<file path="src/rtl/spi_prog_master.sv">
// spi_prog_master
// Host-side master for the tiny processor's serial programming/run link.
// Accepts parallel commands on a valid/ready port, serialises 12-bit
// {data,addr} frames LSB first under csi_n/csd_n, and launches and supervises
// program runs through proc_en/done_in with bounded start and run timeouts.
module spi_prog_master #(
  parameter int GAP_CYCLES    = 2,
  parameter int START_TIMEOUT = 4,
  parameter int RUN_TIMEOUT   = 1024
) (
  input  logic       clk,
  input  logic       rst_n,
  input  logic       cmd_valid,
  output logic       cmd_ready,
  input  logic [1:0] cmd_op,
  input  logic [3:0] cmd_addr,
  input  logic [7:0] cmd_data,
  output logic       csi_n,
  output logic       csd_n,
  output logic       mosi,
  output logic       proc_en,
  input  logic       done_in,
  output logic       run_done,
  output logic       run_err,
  output logic       busy
);

  localparam int GAP_W   = $clog2(GAP_CYCLES) + 1;
  localparam int START_W = $clog2(START_TIMEOUT) + 1;
  localparam int RUN_W   = $clog2(RUN_TIMEOUT) + 1;

  localparam logic [GAP_W-1:0]   GAP_LAST   = GAP_W'(GAP_CYCLES - 1);
  localparam logic [START_W-1:0] START_LAST = START_W'(START_TIMEOUT - 1);
  localparam logic [START_W-1:0] START_MAX  = '1;
  localparam logic [RUN_W-1:0]   RUN_LAST   = RUN_W'(RUN_TIMEOUT - 1);
  localparam logic [RUN_W-1:0]   RUN_MAX    = '1;

  localparam logic [1:0] OP_WR_I = 2'b00;
  localparam logic [1:0] OP_WR_D = 2'b01;
  localparam logic [1:0] OP_RUN  = 2'b10;

  localparam logic [3:0] LAST_BIT = 4'd11;

  typedef enum logic [2:0] {
    IDLE,
    SHIFT,
    GAP,
    RUN_START,
    RUN_WAIT
  } state_t;

  // Control state (reset)
  state_t             state_q, state_d;
  logic [3:0]         bit_cnt_q, bit_cnt_d;
  logic [GAP_W-1:0]   gap_cnt_q, gap_cnt_d;
  logic [START_W-1:0] start_cnt_q, start_cnt_d;
  logic [RUN_W-1:0]   run_cnt_q, run_cnt_d;
  logic               run_q, run_d;
  logic               csi_n_q, csi_n_d;
  logic               csd_n_q, csd_n_d;
  logic               mosi_q, mosi_d;
  logic               run_done_q, run_done_d;
  logic               run_err_q, run_err_d;

  // Latched operands (no reset; only meaningful while a frame is shifting)
  logic [11:0]        frame_q;
  logic               sel_d_q;
  logic               accept_wr;

  // Next-state and next-output decode for the command/shift/run sequencer
  always_comb begin
    state_d     = state_q;
    bit_cnt_d   = bit_cnt_q;
    gap_cnt_d   = gap_cnt_q;
    start_cnt_d = start_cnt_q;
    run_cnt_d   = run_cnt_q;
    run_d       = run_q;
    csi_n_d     = 1'b1;
    csd_n_d     = 1'b1;
    mosi_d      = 1'b0;
    run_done_d  = 1'b0;
    run_err_d   = 1'b0;
    accept_wr   = 1'b0;

    case (state_q)
      IDLE: begin
        if (cmd_valid) begin
          case (cmd_op)
            OP_WR_I, OP_WR_D: begin
              accept_wr = 1'b1;
              state_d   = SHIFT;
              bit_cnt_d = 4'd0;
              csi_n_d   = cmd_op[0];
              csd_n_d   = ~cmd_op[0];
              mosi_d    = cmd_addr[0];
            end
            OP_RUN: begin
              state_d     = RUN_START;
              run_d       = 1'b1;
              start_cnt_d = '0;
            end
            default: begin
              // reserved opcode: consumed without effect
            end
          endcase
        end
      end

      SHIFT: begin
        if (bit_cnt_q == LAST_BIT) begin
          // chip select and mosi release together on the edge after bit 11
          state_d   = GAP;
          gap_cnt_d = '0;
        end else begin
          bit_cnt_d = bit_cnt_q + 4'd1;
          csi_n_d   = sel_d_q;
          csd_n_d   = ~sel_d_q;
          mosi_d    = frame_q[bit_cnt_q + 4'd1];
        end
      end

      GAP: begin
        if (gap_cnt_q == GAP_LAST) begin
          state_d = IDLE;
        end else begin
          gap_cnt_d = gap_cnt_q + GAP_W'(1);
        end
      end

      RUN_START: begin
        if (!done_in) begin
          state_d   = RUN_WAIT;
          run_cnt_d = '0;
        end else if (start_cnt_q == START_LAST) begin
          state_d     = IDLE;
          run_d       = 1'b0;
          run_err_d   = 1'b1;
          start_cnt_d = '0;
        end else if (start_cnt_q != START_MAX) begin
          start_cnt_d = start_cnt_q + START_W'(1);
        end
      end

      RUN_WAIT: begin
        if (done_in) begin
          state_d    = IDLE;
          run_d      = 1'b0;
          run_done_d = 1'b1;
          run_cnt_d  = '0;
        end else if (run_cnt_q == RUN_LAST) begin
          state_d   = IDLE;
          run_d     = 1'b0;
          run_err_d = 1'b1;
          run_cnt_d = '0;
        end else if (run_cnt_q != RUN_MAX) begin
          run_cnt_d = run_cnt_q + RUN_W'(1);
        end
      end

      default: begin
        state_d = IDLE;
        run_d   = 1'b0;
      end
    endcase
  end

  // Control and registered-output state; reset abandons any frame or run
  always_ff @(posedge clk or negedge rst_n) begin
    if (!rst_n) begin
      state_q     <= IDLE;
      bit_cnt_q   <= '0;
      gap_cnt_q   <= '0;
      start_cnt_q <= '0;
      run_cnt_q   <= '0;
      run_q       <= 1'b0;
      csi_n_q     <= 1'b1;
      csd_n_q     <= 1'b1;
      mosi_q      <= 1'b0;
      run_done_q  <= 1'b0;
      run_err_q   <= 1'b0;
    end else begin
      state_q     <= state_d;
      bit_cnt_q   <= bit_cnt_d;
      gap_cnt_q   <= gap_cnt_d;
      start_cnt_q <= start_cnt_d;
      run_cnt_q   <= run_cnt_d;
      run_q       <= run_d;
      csi_n_q     <= csi_n_d;
      csd_n_q     <= csd_n_d;
      mosi_q      <= mosi_d;
      run_done_q  <= run_done_d;
      run_err_q   <= run_err_d;
    end
  end

  // Capture the frame and target cache when a write command is accepted
  always_ff @(posedge clk) begin
    if (accept_wr) begin
      frame_q <= {cmd_data, cmd_addr};
      sel_d_q <= cmd_op[0];
    end
  end

  // Run enable: drops in the same cycle done_in rises so the slave cannot re-enter EXEC
  always_comb begin
    proc_en = 1'b0;
    if (state_q == RUN_START) begin
      proc_en = run_q;
    end else if (state_q == RUN_WAIT) begin
      proc_en = run_q & ~done_in;
    end
  end

  assign cmd_ready = (state_q == IDLE);
  assign busy      = (state_q != IDLE);
  assign csi_n     = csi_n_q;
  assign csd_n     = csd_n_q;
  assign mosi      = mosi_q;
  assign run_done  = run_done_q;
  assign run_err   = run_err_q;

endmodule

</file>
<file path="config.mk">
export PLATFORM = sky130hd
export DESIGN_NAME = spi_prog_master
export DESIGN_NICKNAME = d
export VERILOG_FILES = /design/src/rtl/spi_prog_master.sv
export SDC_FILE = /design/constraint.sdc
export NUM_CORES = 1
export LEC_CHECK = 0
export CORE_ASPECT_RATIO = 0.8
export CORE_MARGIN = 2
export CORE_UTILIZATION = 25
export DETAILED_ROUTE_END_ITERATION = 8
export PLACE_DENSITY_LB_ADDON = 0.12
export RECOVER_POWER = 25
export SYNTH_ARGS = -nofsm -noshare
export SYNTH_HDL_FRONTEND = slang
export SYNTH_SLANG_ARGS = --single-unit
</file>
<file path="constraint.sdc">
create_clock -name clk -period 4.4 [get_ports clk]
set_input_delay 0.88 -clock clk [delete_from_list [all_inputs] [get_ports clk]]
set_output_delay 0.88 -clock clk [all_outputs]
set_load 0.03 [all_outputs]
</file>
==> impl_results.md <==
* Status: finished, final reports clean
* FFs w/ async S/R, synth at 69.0%
* Slowest-stage cell, CP: clkdlybuf4s50_1
* Synth area leader: dfrtp_1
* Layout cells sized above 1 at 13.0%
* Clock Latency Late Sink at 0.30 ns
* Std cell rows at 30
* DR vias at 1,460
* Synth Flop Type: dfrtp_1
* Detailed Route WL at 4.49 mm
* Residual DRC at 0
* # hold bufs at CTS at 0
* Hold crit path type: reg2reg
* Starting DRT DRC Count at 82
* Wire per inst at 14.0 um
* Worst-path clk slew at 0.09 ns
* HPWL after detailed placement at 3.26 mm
* Detail Route Antenna Nets at 0
* Routed vias/inst at 4.56
* Final GP Congestion at 0.748
* Pwr Density at 563 nW/um2
* CP startpoint kind: input port
* CTS tree: built
* GRT overflow at 0
* Port buffer count at 25
* Worst VDD drop at 0.000183 V
* CP Data Arrival Time at 2.90 ns
* Post-synth top area share at 31.6%
* Fin util at 30.6%
* RSZ-0062 raised after global routing: false
* Fin. max-slew vios at 0
* Longest Clk Path Bufs at 2
* Final TNS setup at 0 ns
* Vias in the first global route at 1,513
* Post-Synthesis Cells at 183
* Synthesized area per cell at 11.7 um2
* Top cell by count, worst path: clkdlybuf4s50_1
* Post-Syn Area at 2140 um2
* Core area at 8410 um2
* Area growth from synthesis to layout at 20.4%
* Seq/Total Area, Yosys at 52.3%
* Clock buffer count from CTS at 5
* H-Tree Depth at 2
* Post-CTS setup buffers at 0
* Fin nets at 229
* I/O pin count at 26
* Net count after synthesis at 205
* Synth area leaders: dfrtp_1, edfxtp_1, mux4_2
* Initial antenna violation count at 0
* Critical path class: in2out
* Worst-Margin Slew at 0.939 ns
* Worst slew margin at 37.2%
* Yosys cell types at 59
* Post-CTS resize count at 0
* Worst setup EP type: output pin
* Hold_ws at 0.439 ns
* Max-cap violations at 0
* Critical path's top delay family: buffers and inverters
* Cell Count, Final, Fillers Out at 320
* CP required at 3.52 ns
* Leak at 0.00101 uW
* First-pass GRT wire length at 7.85 mm
* Crit share post-route at 85.9%
* Final setup viols at 0
* TritonRoute pass-1 iters at 4
* Clock period minus final worst setup slack at 3.78 ns
* Starting density of the core at 25.4%
* Crit path max fanout at 7
* Crit path cell chain: clkdlybuf4s50_1, or4b_1, a21boi_0, clkdlybuf4s50_1
* GRT Util Overall at 10.9%
* Die height at 86.7 um
* Largest net degree at the start of global routing at 21
* Final Hold Viols at 0
* Max Clock Freq at 265 MHz
* Dpl cells at 312
* Post-synth EDFFs at 13
* Critical path's largest stage delay at 0.69 ns
* Die Wd at 107 um
* Die area at 9310 um2
* Clk_skew at 0.0126 ns
* Antenna fix cells at 0
* Clock root cell: clkbuf_8
* Post-synthesis register bit count at 42
* CTS sink count at 42
* CP Buf/Inv Count at 2
* Yosys warnings at 0
[Yosys cell counts (3+ instances only)]
library cell  instances
a21boi_0              3
a21oi_1               7
a31oi_1               7
and3_1                4
buf_2                 6
dfrtp_1              27
edfxtp_1             13
ha_1                  4
inv_1                13
mux2_2                3
mux2i_1               5
mux4_2                3
nand2_1              11
nand3_1               7
nand4_1               4
nor2_1                3
nor2b_1               3
nor3_1                6
nor3b_1               3
o211ai_1              3
o21ai_0               4
[registers in the layout, summed over array words and instances, names as in the netlist]
register / count
bit_cnt_q: 4
csd_n: 1
csi_n: 1
frame_q: 12
gap_cnt_q: 2
mosi: 1
run_cnt_q: 11
run_done: 1
run_err: 1
run_q: 1
sel_d_q: 1
start_cnt_q: 3
state_q: 3
[metrics by stage]
step | setup WS, ns | total power, uW | area, um2
4_1_cts | 0.598 | 1480 | 2580
6_report | 0.620 | 1450 | 2570
5_1_grt | 0.508 | 1570 | 2570
3_5_place_dp | 0.601 | 1200 | 2480
3_3_place_gp | 0.669 | 1200 | 2480
2_1_floorplan | 1.29 | 1050 | 2140
[power breakdown]
part           internal, uW  switching [uW]
Combinational           271             286
Sequential              508             111
Clock                   119             155
[final cells by class]
class / instances / area, um2
flip-flops and latches: 42 / 1120
repair buffers: 27 / 262
inverters: 13 / 48.8
clock buffers: 5 / 68.8
fillers: 900 / 5840
clock inverters: 3 / 28.8
multi-input cells: 118 / 906
well taps: 112 / 140
[cells by family (layout without fill, tap and decap cells)]
kind of cell               after synthesis  in the layout  synth area share (%)
AOI/OAI and AO/OA                       41             41                  14.5
xor gates and xnor gates                 2              2                 0.820
adders and majority gates                4              4                  2.34
buffers and inverters                   23             48                  5.27
DFF                                     42             42                  52.3
muxes                                   12             12                  7.79
and+or+nand+nor                         59             59                  16.9
[metal layers]
layer	routed length, um	up-vias	track usage, %
li1	-	733	-
met1	2500	697	16.4
met2	1830	26	15.4
met3	126	4	2.71
met4	35	0	2.80
met5	0	-	0
[worst register-to-register path, cell delays in order, from the launching register on]
cell and delay (ns):
dfrtp_1 0.53, or3_1 0.56, nor3b_4 0.78, nor2_2 0.12
mux2_4 0.29
[layout by cell type (no fill, tap or decap), types with 4 or more instances in the layout]
cell type,count
dlygate4sd3_1,14
clkbuf_8,5
o21ai_0,4
nand2_1,11
edfxtp_1,13
a31oi_1,7
nand4_1,4
nand3_1,7
mux2i_1,5
clkdlybuf4s50_1,11
inv_1,13
nor3_1,6
and3_1,4
a21oi_1,7
ha_1,4
dfrtp_1,27
[worst paths after layout]
| kind | startpoint | endpoint | slack (ns) | cells past startpoint |
|---|---|---|---|---|
| max reg2reg | state_q[1] | bit_cnt_q[0] | 2.03 | 4 |
| max | done_in | proc_en | 0.62 | 4 |
| min reg2reg | sel_d_q | csd_n | 0.44 | 1 |
| max in group asynchronous | rst_n | csi_n | 2.46 | 2 |
| min | sel_d_q | csd_n | 0.44 | 1 |
| min in group asynchronous | rst_n | run_cnt_q[5] | 1.16 | 1 |
Power figures use the tool's default switching activity.
